$ cat config.mk
export PLATFORM = sky130hd
export DESIGN_NAME = stream_mux_n_flat
export DESIGN_NICKNAME = d
export VERILOG_FILES = /design/src/rtl/stream_mux_n_if.sv /design/src/rtl/stream_mux_n.sv /design/src/flat_wrapper.sv
export SDC_FILE = /design/constraint.sdc
export NUM_CORES = 1
export LEC_CHECK = 0
export BUFFER_PORTS_ARGS = -buffer_cell sky130_fd_sc_hd__buf_2
export CORE_UTILIZATION = 39
export CTS_CLUSTER_SIZE = 14
export DETAILED_ROUTE_END_ITERATION = 7
export PLACE_DENSITY = 0.79
export SYNTH_ARGS = -nofsm -noshare
export SYNTH_HDL_FRONTEND = slang
export SYNTH_SLANG_ARGS = --single-unit
$ cat constraint.sdc
create_clock -name clk -period 1.7 [get_ports clk]
set_input_delay 0.17 -clock clk [delete_from_list [all_inputs] [get_ports clk]]
set_output_delay 0.17 -clock clk [all_outputs]
set_load 0.05 [all_outputs]
$ cat src/rtl/stream_mux_n_if.sv
// Handshake bundle for stream_mux_n: per-channel valid/ready/data inputs, channel select,
// and the single registered output stream.
interface stream_mux_n_if #(
    parameter int unsigned WIDTH    = 8,
    parameter int unsigned CHANNELS = 4
);
    localparam int unsigned SEL_W = $clog2(CHANNELS);

    logic [CHANNELS-1:0]       in_valid;
    logic [CHANNELS*WIDTH-1:0] in_data;
    logic [CHANNELS-1:0]       in_ready;
    logic [SEL_W-1:0]          sel;
    logic                      out_valid;
    logic [WIDTH-1:0]          out_data;
    logic [SEL_W-1:0]          out_chan;
    logic                      out_ready;

    modport master (
        output in_valid, in_data, sel, out_ready,
        input  in_ready, out_valid, out_data, out_chan
    );

    modport slave (
        input  in_valid, in_data, sel, out_ready,
        output in_ready, out_valid, out_data, out_chan
    );
endinterface

$ cat src/rtl/stream_mux_n.sv
// N-channel stream multiplexer into a one-entry output register.
// Define STREAM_MUX_RR_EN for round-robin arbitration; otherwise the channel comes from sel.
module stream_mux_n #(
    parameter int unsigned WIDTH    = 8,
    parameter int unsigned CHANNELS = 4
) (
    input  logic          clk,
    input  logic          rst,
    stream_mux_n_if.slave bus
);
    localparam int unsigned SEL_W = $clog2(CHANNELS);

    typedef enum logic {StEmpty, StFull} state_e;

    state_e           state_q, state_d;
    logic [WIDTH-1:0] data_q, data_d;
    logic [SEL_W-1:0] chan_q, chan_d;

    logic             grant_valid;
    logic [SEL_W-1:0] grant;
    logic [WIDTH-1:0] grant_data;
    logic             can_load;
    logic             xfer;

`ifdef STREAM_MUX_RR_EN
    logic [SEL_W-1:0] ptr_q, ptr_d;
    logic             unused_sel;

    assign unused_sel = ^bus.sel;

    // Scan from the highest offset down so the first valid channel at or after ptr wins.
    always_comb begin
        int idx;
        grant_valid = 1'b0;
        grant       = '0;
        idx         = 0;
        for (int k = int'(CHANNELS) - 1; k >= 0; k--) begin
            idx = int'(ptr_q) + k;
            if (idx >= int'(CHANNELS)) idx = idx - int'(CHANNELS);
            if (bus.in_valid[SEL_W'(idx)]) begin
                grant_valid = 1'b1;
                grant       = SEL_W'(idx);
            end
        end
    end

    always_comb begin
        ptr_d = ptr_q;
        if (xfer) ptr_d = (32'(grant) == CHANNELS - 1) ? '0 : grant + 1'b1;
    end

    always_ff @(posedge clk) begin
        if (rst) ptr_q <= '0;
        else     ptr_q <= ptr_d;
    end
`else
    always_comb begin
        grant       = bus.sel;
        grant_valid = 1'b0;
        if (32'(bus.sel) < CHANNELS) grant_valid = bus.in_valid[bus.sel];
    end
`endif

    always_comb begin
        grant_data = '0;
        for (int i = 0; i < int'(CHANNELS); i++) begin
            if (grant == SEL_W'(i)) grant_data = bus.in_data[i*WIDTH +: WIDTH];
        end
    end

    assign can_load = (state_q == StEmpty) || bus.out_ready;
    assign xfer     = !rst && can_load && grant_valid;

    always_comb begin
        bus.in_ready = '0;
        state_d      = state_q;
        data_d       = data_q;
        chan_d       = chan_q;
        if (xfer) begin
            bus.in_ready[grant] = 1'b1;
            state_d             = StFull;
            data_d              = grant_data;
            chan_d              = grant;
        end else if (state_q == StFull && bus.out_ready) begin
            state_d = StEmpty;
        end
    end

    always_ff @(posedge clk) begin
        if (rst) begin
            state_q <= StEmpty;
            data_q  <= '0;
            chan_q  <= '0;
        end else begin
            state_q <= state_d;
            data_q  <= data_d;
            chan_q  <= chan_d;
        end
    end

    assign bus.out_valid = (state_q == StFull);
    assign bus.out_data  = data_q;
    assign bus.out_chan  = chan_q;
endmodule

$ cat src/flat_wrapper.sv
// flat-port wrapper written by rule: the top's interface ports become plain ports
module stream_mux_n_flat 
#(
    parameter int unsigned WIDTH    = 8,
    parameter int unsigned CHANNELS = 4
)
  (clk, rst, bus_in_valid, bus_in_data, bus_sel, bus_out_ready, bus_in_ready, bus_out_valid, bus_out_data, bus_out_chan);
  stream_mux_n_if #(.WIDTH(WIDTH), .CHANNELS(CHANNELS)) bus_i ();
  input  logic clk;
  input  logic rst;
  input wire logic [$bits(bus_i.in_valid)-1:0] bus_in_valid;
  input wire logic [$bits(bus_i.in_data)-1:0] bus_in_data;
  input wire logic [$bits(bus_i.sel)-1:0] bus_sel;
  input wire logic [$bits(bus_i.out_ready)-1:0] bus_out_ready;
  output wire logic [$bits(bus_i.in_ready)-1:0] bus_in_ready;
  output wire logic [$bits(bus_i.out_valid)-1:0] bus_out_valid;
  output wire logic [$bits(bus_i.out_data)-1:0] bus_out_data;
  output wire logic [$bits(bus_i.out_chan)-1:0] bus_out_chan;
  assign bus_i.in_valid = bus_in_valid;
  assign bus_i.in_data = bus_in_data;
  assign bus_i.sel = bus_sel;
  assign bus_i.out_ready = bus_out_ready;
  assign bus_in_ready = bus_i.in_ready;
  assign bus_out_valid = bus_i.out_valid;
  assign bus_out_data = bus_i.out_data;
  assign bus_out_chan = bus_i.out_chan;
  stream_mux_n #(.WIDTH(WIDTH), .CHANNELS(CHANNELS)) u_core (.clk(clk), .rst(rst), .bus(bus_i));
endmodule
# == Word level (Yosys, flattened, before mapping) ==
# Cells that the tools add are included.
# classes
div,0
reduce_logical,8
add_sub_neg,0
bitwise_logic,1
n_mux,11
magnitude_cmp,2
shifts,0
n_eq_ne,3
n_mul,0
# op_table
operator,count
2-to-1 mux 8 bit,4
== test 2 bit (second input constant),2
logical AND 1 bit,4
2-to-1 mux 1 bit,4
2-to-1 mux 4 bit,1
< comparator 2 x 3 -> 1 bit (second input constant),1
binary-select mux 1 bit (select 2 bit),1
demux 1 bit (select 2 bit),1
== test 2 x 1 -> 1 bit (second input constant),1
greater-or-equal comparator 2 x 1 -> 1 bit (second input constant),1
zero test 2 bit,1
nonzero test 2 bit,1
zero test 1 bit,1
logical OR 1 bit,1
NOT 1 bit,1
# word_totals
mem_bits_ro,0
regBits,11
n_memories,0
latch_bits,0
output_inout_bits,15
ram_bits,0

# == Logic depth before layout (Yosys ltp) ==
# logic_depth
ltp_word,5
depth_mapped,5
mapped_depth_nobuf,3

# == Worst setup path before layout ==
# OpenSTA, ideal clock, no wires.
# synth_path
kind,register to output
start,"register u_core.state_q, in the netlist u_core.bus.out_valid"
end,output bus_in_ready[2]
path_stages_with_launch,6
setup_slack_ns,-0.411
n_path_buf,2
arrival_time_ns,1.941
required_time_ns,1.530
cell_sequence,dfxtp_1 > nand2b_1 > clkbuf_1 > clkbuf_1 > nand4_1 > nor2_1
# synth_via
elab_chain_len,5
# synth_lines
item,line_no,text
"start, declared",stream_mux_n.sv:15,"state_e state_q, state_d;"
"start signal, assigned",stream_mux_n.sv:91,state_q <= StEmpty;
"start signal, assigned",stream_mux_n.sv:95,state_q <= state_d;
NOT 1 bit,stream_mux_n.sv:71,assign can_load = (state_q == StEmpty) || bus.out_ready;
logical OR 1 bit,stream_mux_n.sv:71,
logical AND 1 bit (2 in series),stream_mux_n.sv:72,assign xfer = !rst && can_load && grant_valid;
2-to-1 mux 4 bit,stream_mux_n.sv:79,if (xfer) begin
"end, declared",flat_wrapper.sv:15,output wire logic [$bits(bus_i.in_ready)-1:0] bus_in_ready;
# Every way passes these cells.

# == Final worst setup path ==
# Ends and elaborated chain as after synthesis.

==> reports/summary.txt <==
Synth Area in Simple Gates: 16.7%
Commonest cells post-synth: dfxtp_1 (11), and4_1 (8), inv_1 (7), mux4_2 (7), a31o_2 (6)
area of the multi-input gates: 460 um^2
largest net degree at the start of global routing: 21
Leak: 0.538 nW
antenna violation net count after detailed routing: 0
die height: 45.4 um
Worst EP arrival: 1.36 ns
Setup Buffers After CTS: 0
Setup TNS: 0 ns
clock sink total: 11
area of the core: 1750 um^2
clock skew: 0.00564 ns
Compound-Gate Fraction of Synth Area: 15.4%
worst reg2reg path endpoint: u_core.bus.out_data[1]$_SDFFE_PP0P_
Mapped Nets: 107
first-pass GRT wire length: 2.91 mm
Ys Warns: 0
Worst-Margin Slew: 0.269 ns
Die Area: 2060 um^2
post-route cell area: 1090 um^2
wirelength, routed: 1.96 mm
Critical Path RT: 1.53 ns
PortBufs: 55
clk_lat worst skew: 0.27 ns
worst-path fanout max: 3
Nets: 167
Die X: 45.4 um
Setup CP Type: flop to output pin
GRT met1 Usage: 26.5%
drt pass-1 iters: 3
r2r startpoint: u_core.bus.out_valid$_SDFFE_PP0P_
io pins: 56
largest family of logic cells by synthesized area: multiplexers
Resized Gates After CTS: 0
Mapped Cells: 66
flop2flop setup slack: 0.51 ns
Layout area overhead: 49.1%
DP HPWL: 1.55 mm
R2R cell count: 4
Post-route DRC: 0
routed vias: 807
Hold Worst Slack: 0.151 ns
gr ovfl total: 0
P per Cell Area: 715 nW/um^2
endpoints failing setup: 0
synth top area cells: dfxtp_1 (30%), mux4_2 (22%), and4_1 (9.6%)
Worst Setup Start Kind: flop
Synth Flop Type: dfxtp_1
Worst Hold Depth: 2
RSZ-0062 raised after global routing: false
initial drt markers: 6
GPL Wtd Cong: 0.737
cts bufs inserted: 3
clock slew at reported path FFs: 0.07 ns
Antenna Cells: 0
HP Class: input pin to flop
FFs w/ async S/R, synth: 0%
GRT Max-Usage Layer: met2
crit end category: output pin
H-Tree Depth: 1
post-place instance area: 1070 um^2
layout cells sized above 1: 65.6%
status: complete, no violations
maximum vdd drop: 0.000443 V
Fin. Hold Viols: 0
top-area cell type share of the netlist area: 30.0%
Reg area: 221 um^2
hold_buf cts: 0
Final Util: 62.7%
met3 Use GR: 2.40%
max cap viols: 0
Synth area leader: dfxtp_1
Rel. slew slack: 82.0%
most numerous cell in the Yosys netlist: dfxtp_1
WHS Endpoint: u_core.bus.out_valid$_SDFFE_PP0P_
vias per inst: 5.38
Bufs on Longest Clock Path: 2
xor-xnor portion of the synthesized cell area: 0%
DR WL/cell: 13.0 um
Max Clock Freq: 652 MHz
Synth Area in Adders: 0%
Rows: 15
number of synthesized flops with an enable pin: 0
Seq/Total Area, Yosys: 30.0%
synth unique cells: 14
met2 GRT Util: 32.8%
min-delay src: rst
crit share post-route: 90.2%
initial antenna violation count: 0
mux cell area share after synthesis: 28.7%
min Tclk post-route: 1.53 ns
Fillers: 160
count of pins over their slew limit: 0
post-synthesis cell area: 733 um^2
Avg Synthesized Cell Area: 11.1 um^2
initial core utilization: 42.0%
vias in the first global route: 653
GR Util All Layers: 19.6%
CTS tree: done
Synth Register Bits: 11
Root Driver: clkbuf_4
stage by stage:
| step | power (mW) | cells | worst slack [ns] |
|---|---|---|---|
| 6_report | 0.782 | 150 | 0.167 |
| 2_1_floorplan | 0.508 | 66 | 0.00158 |
| 3_3_place_gp | 0.596 | 146 | 0.199 |
| 3_5_place_dp | 0.606 | 146 | 0.148 |
| 4_1_cts | 0.788 | 150 | 0.161 |
| 5_1_grt | 0.823 | 150 | 0.0746 |
cell usage in the layout, fill, tap and decap left out:
cell / Yosys / routed
a21oi_1: 5 / 5
buf_4: 0 / 7
inv_1: 7 / 7
nand3_2: 1 / 1
nand2b_1: 1 / 1
nor2_1: 3 / 1
dfxtp_2: 0 / 1
and4_1: 8 / 8
mux4_2: 7 / 7
a31o_1: 4 / 4
mux4_1: 2 / 2
dfxtp_1: 11 / 10
clkbuf_4: 0 / 3
a31o_2: 6 / 6
clkbuf_1: 5 / 1
nor2_4: 0 / 2
buf_2: 0 / 55
nand4_1: 4 / 4
flip-flops by register name, indices dropped and copies added (netlist names):
| name | flops |
|---|---|
| u_core.bus.out_chan | 2 |
| u_core.bus.out_data | 8 |
| u_core.bus.out_valid | 1 |
area by class of cell:
| cell class | count | area share [%] |
|---|---|---|
| flip-flops and latches | 11 | 20.3 |
| repair buffers | 62 | 30.0 |
| well taps | 25 | 2.86 |
| multi-input cells | 41 | 42.1 |
| inverters | 7 | 2.40 |
| clock buffers | 4 | 2.40 |
per-layer routing:
metal | vias up | wire [um] | part of all wire, %
met1 | 392 | 781 | 40
met5 | - | 0 | 0
li1 | 385 | - | -
met2 | 28 | 1080 | 55
met4 | 0 | 16 | 0.82
met3 | 2 | 81 | 4.1
worst max path at each step:
stage	startpoint	to	slack, ns	depth (start not counted)
finish	u_core.bus.out_valid$_SDFFE_PP0P_	bus_in_ready[2]	0.17	4
global route	u_core.bus.out_valid$_SDFFE_PP0P_	bus_in_ready[2]	0.07	4
CTS	u_core.bus.out_valid$_SDFFE_PP0P_	bus_in_ready[2]	0.16	4
detailed placement	bus_sel[0]	u_core.bus.out_data[0]$_SDFFE_PP0P_	0.15	5
global placement	bus_sel[0]	u_core.bus.out_data[1]$_SDFFE_PP0P_	0.20	5
floorplan	u_core.bus.out_valid$_SDFFE_PP0P_	bus_in_ready[2]	0.002	5
where the power goes:
part	switching (mW)	total, mW	internal (mW)
clock	0.0926	0.183	0.0906
combinational	0.179	0.306	0.126
sequential	0.0110	0.293	0.282
total	0.283	0.782	0.499
logic make-up (layout without fill, tap and decap cells):
group                  after synthesis  count (layout)
AO/OA/AOI/OAI                       15              15
flip-flops                          11              11
AND/OR/NAND/NOR                     17              17
buffers and inverters               14              73
multiplexers                         9               9
worst max-delay path, cell delays in order (launching register included):
cell      delay, ns
dfxtp_2        0.32
nand2b_1       0.10
nand4_1        0.26
nor2_4         0.16
buf_2          0.26
Power figures use the tool's default switching activity.
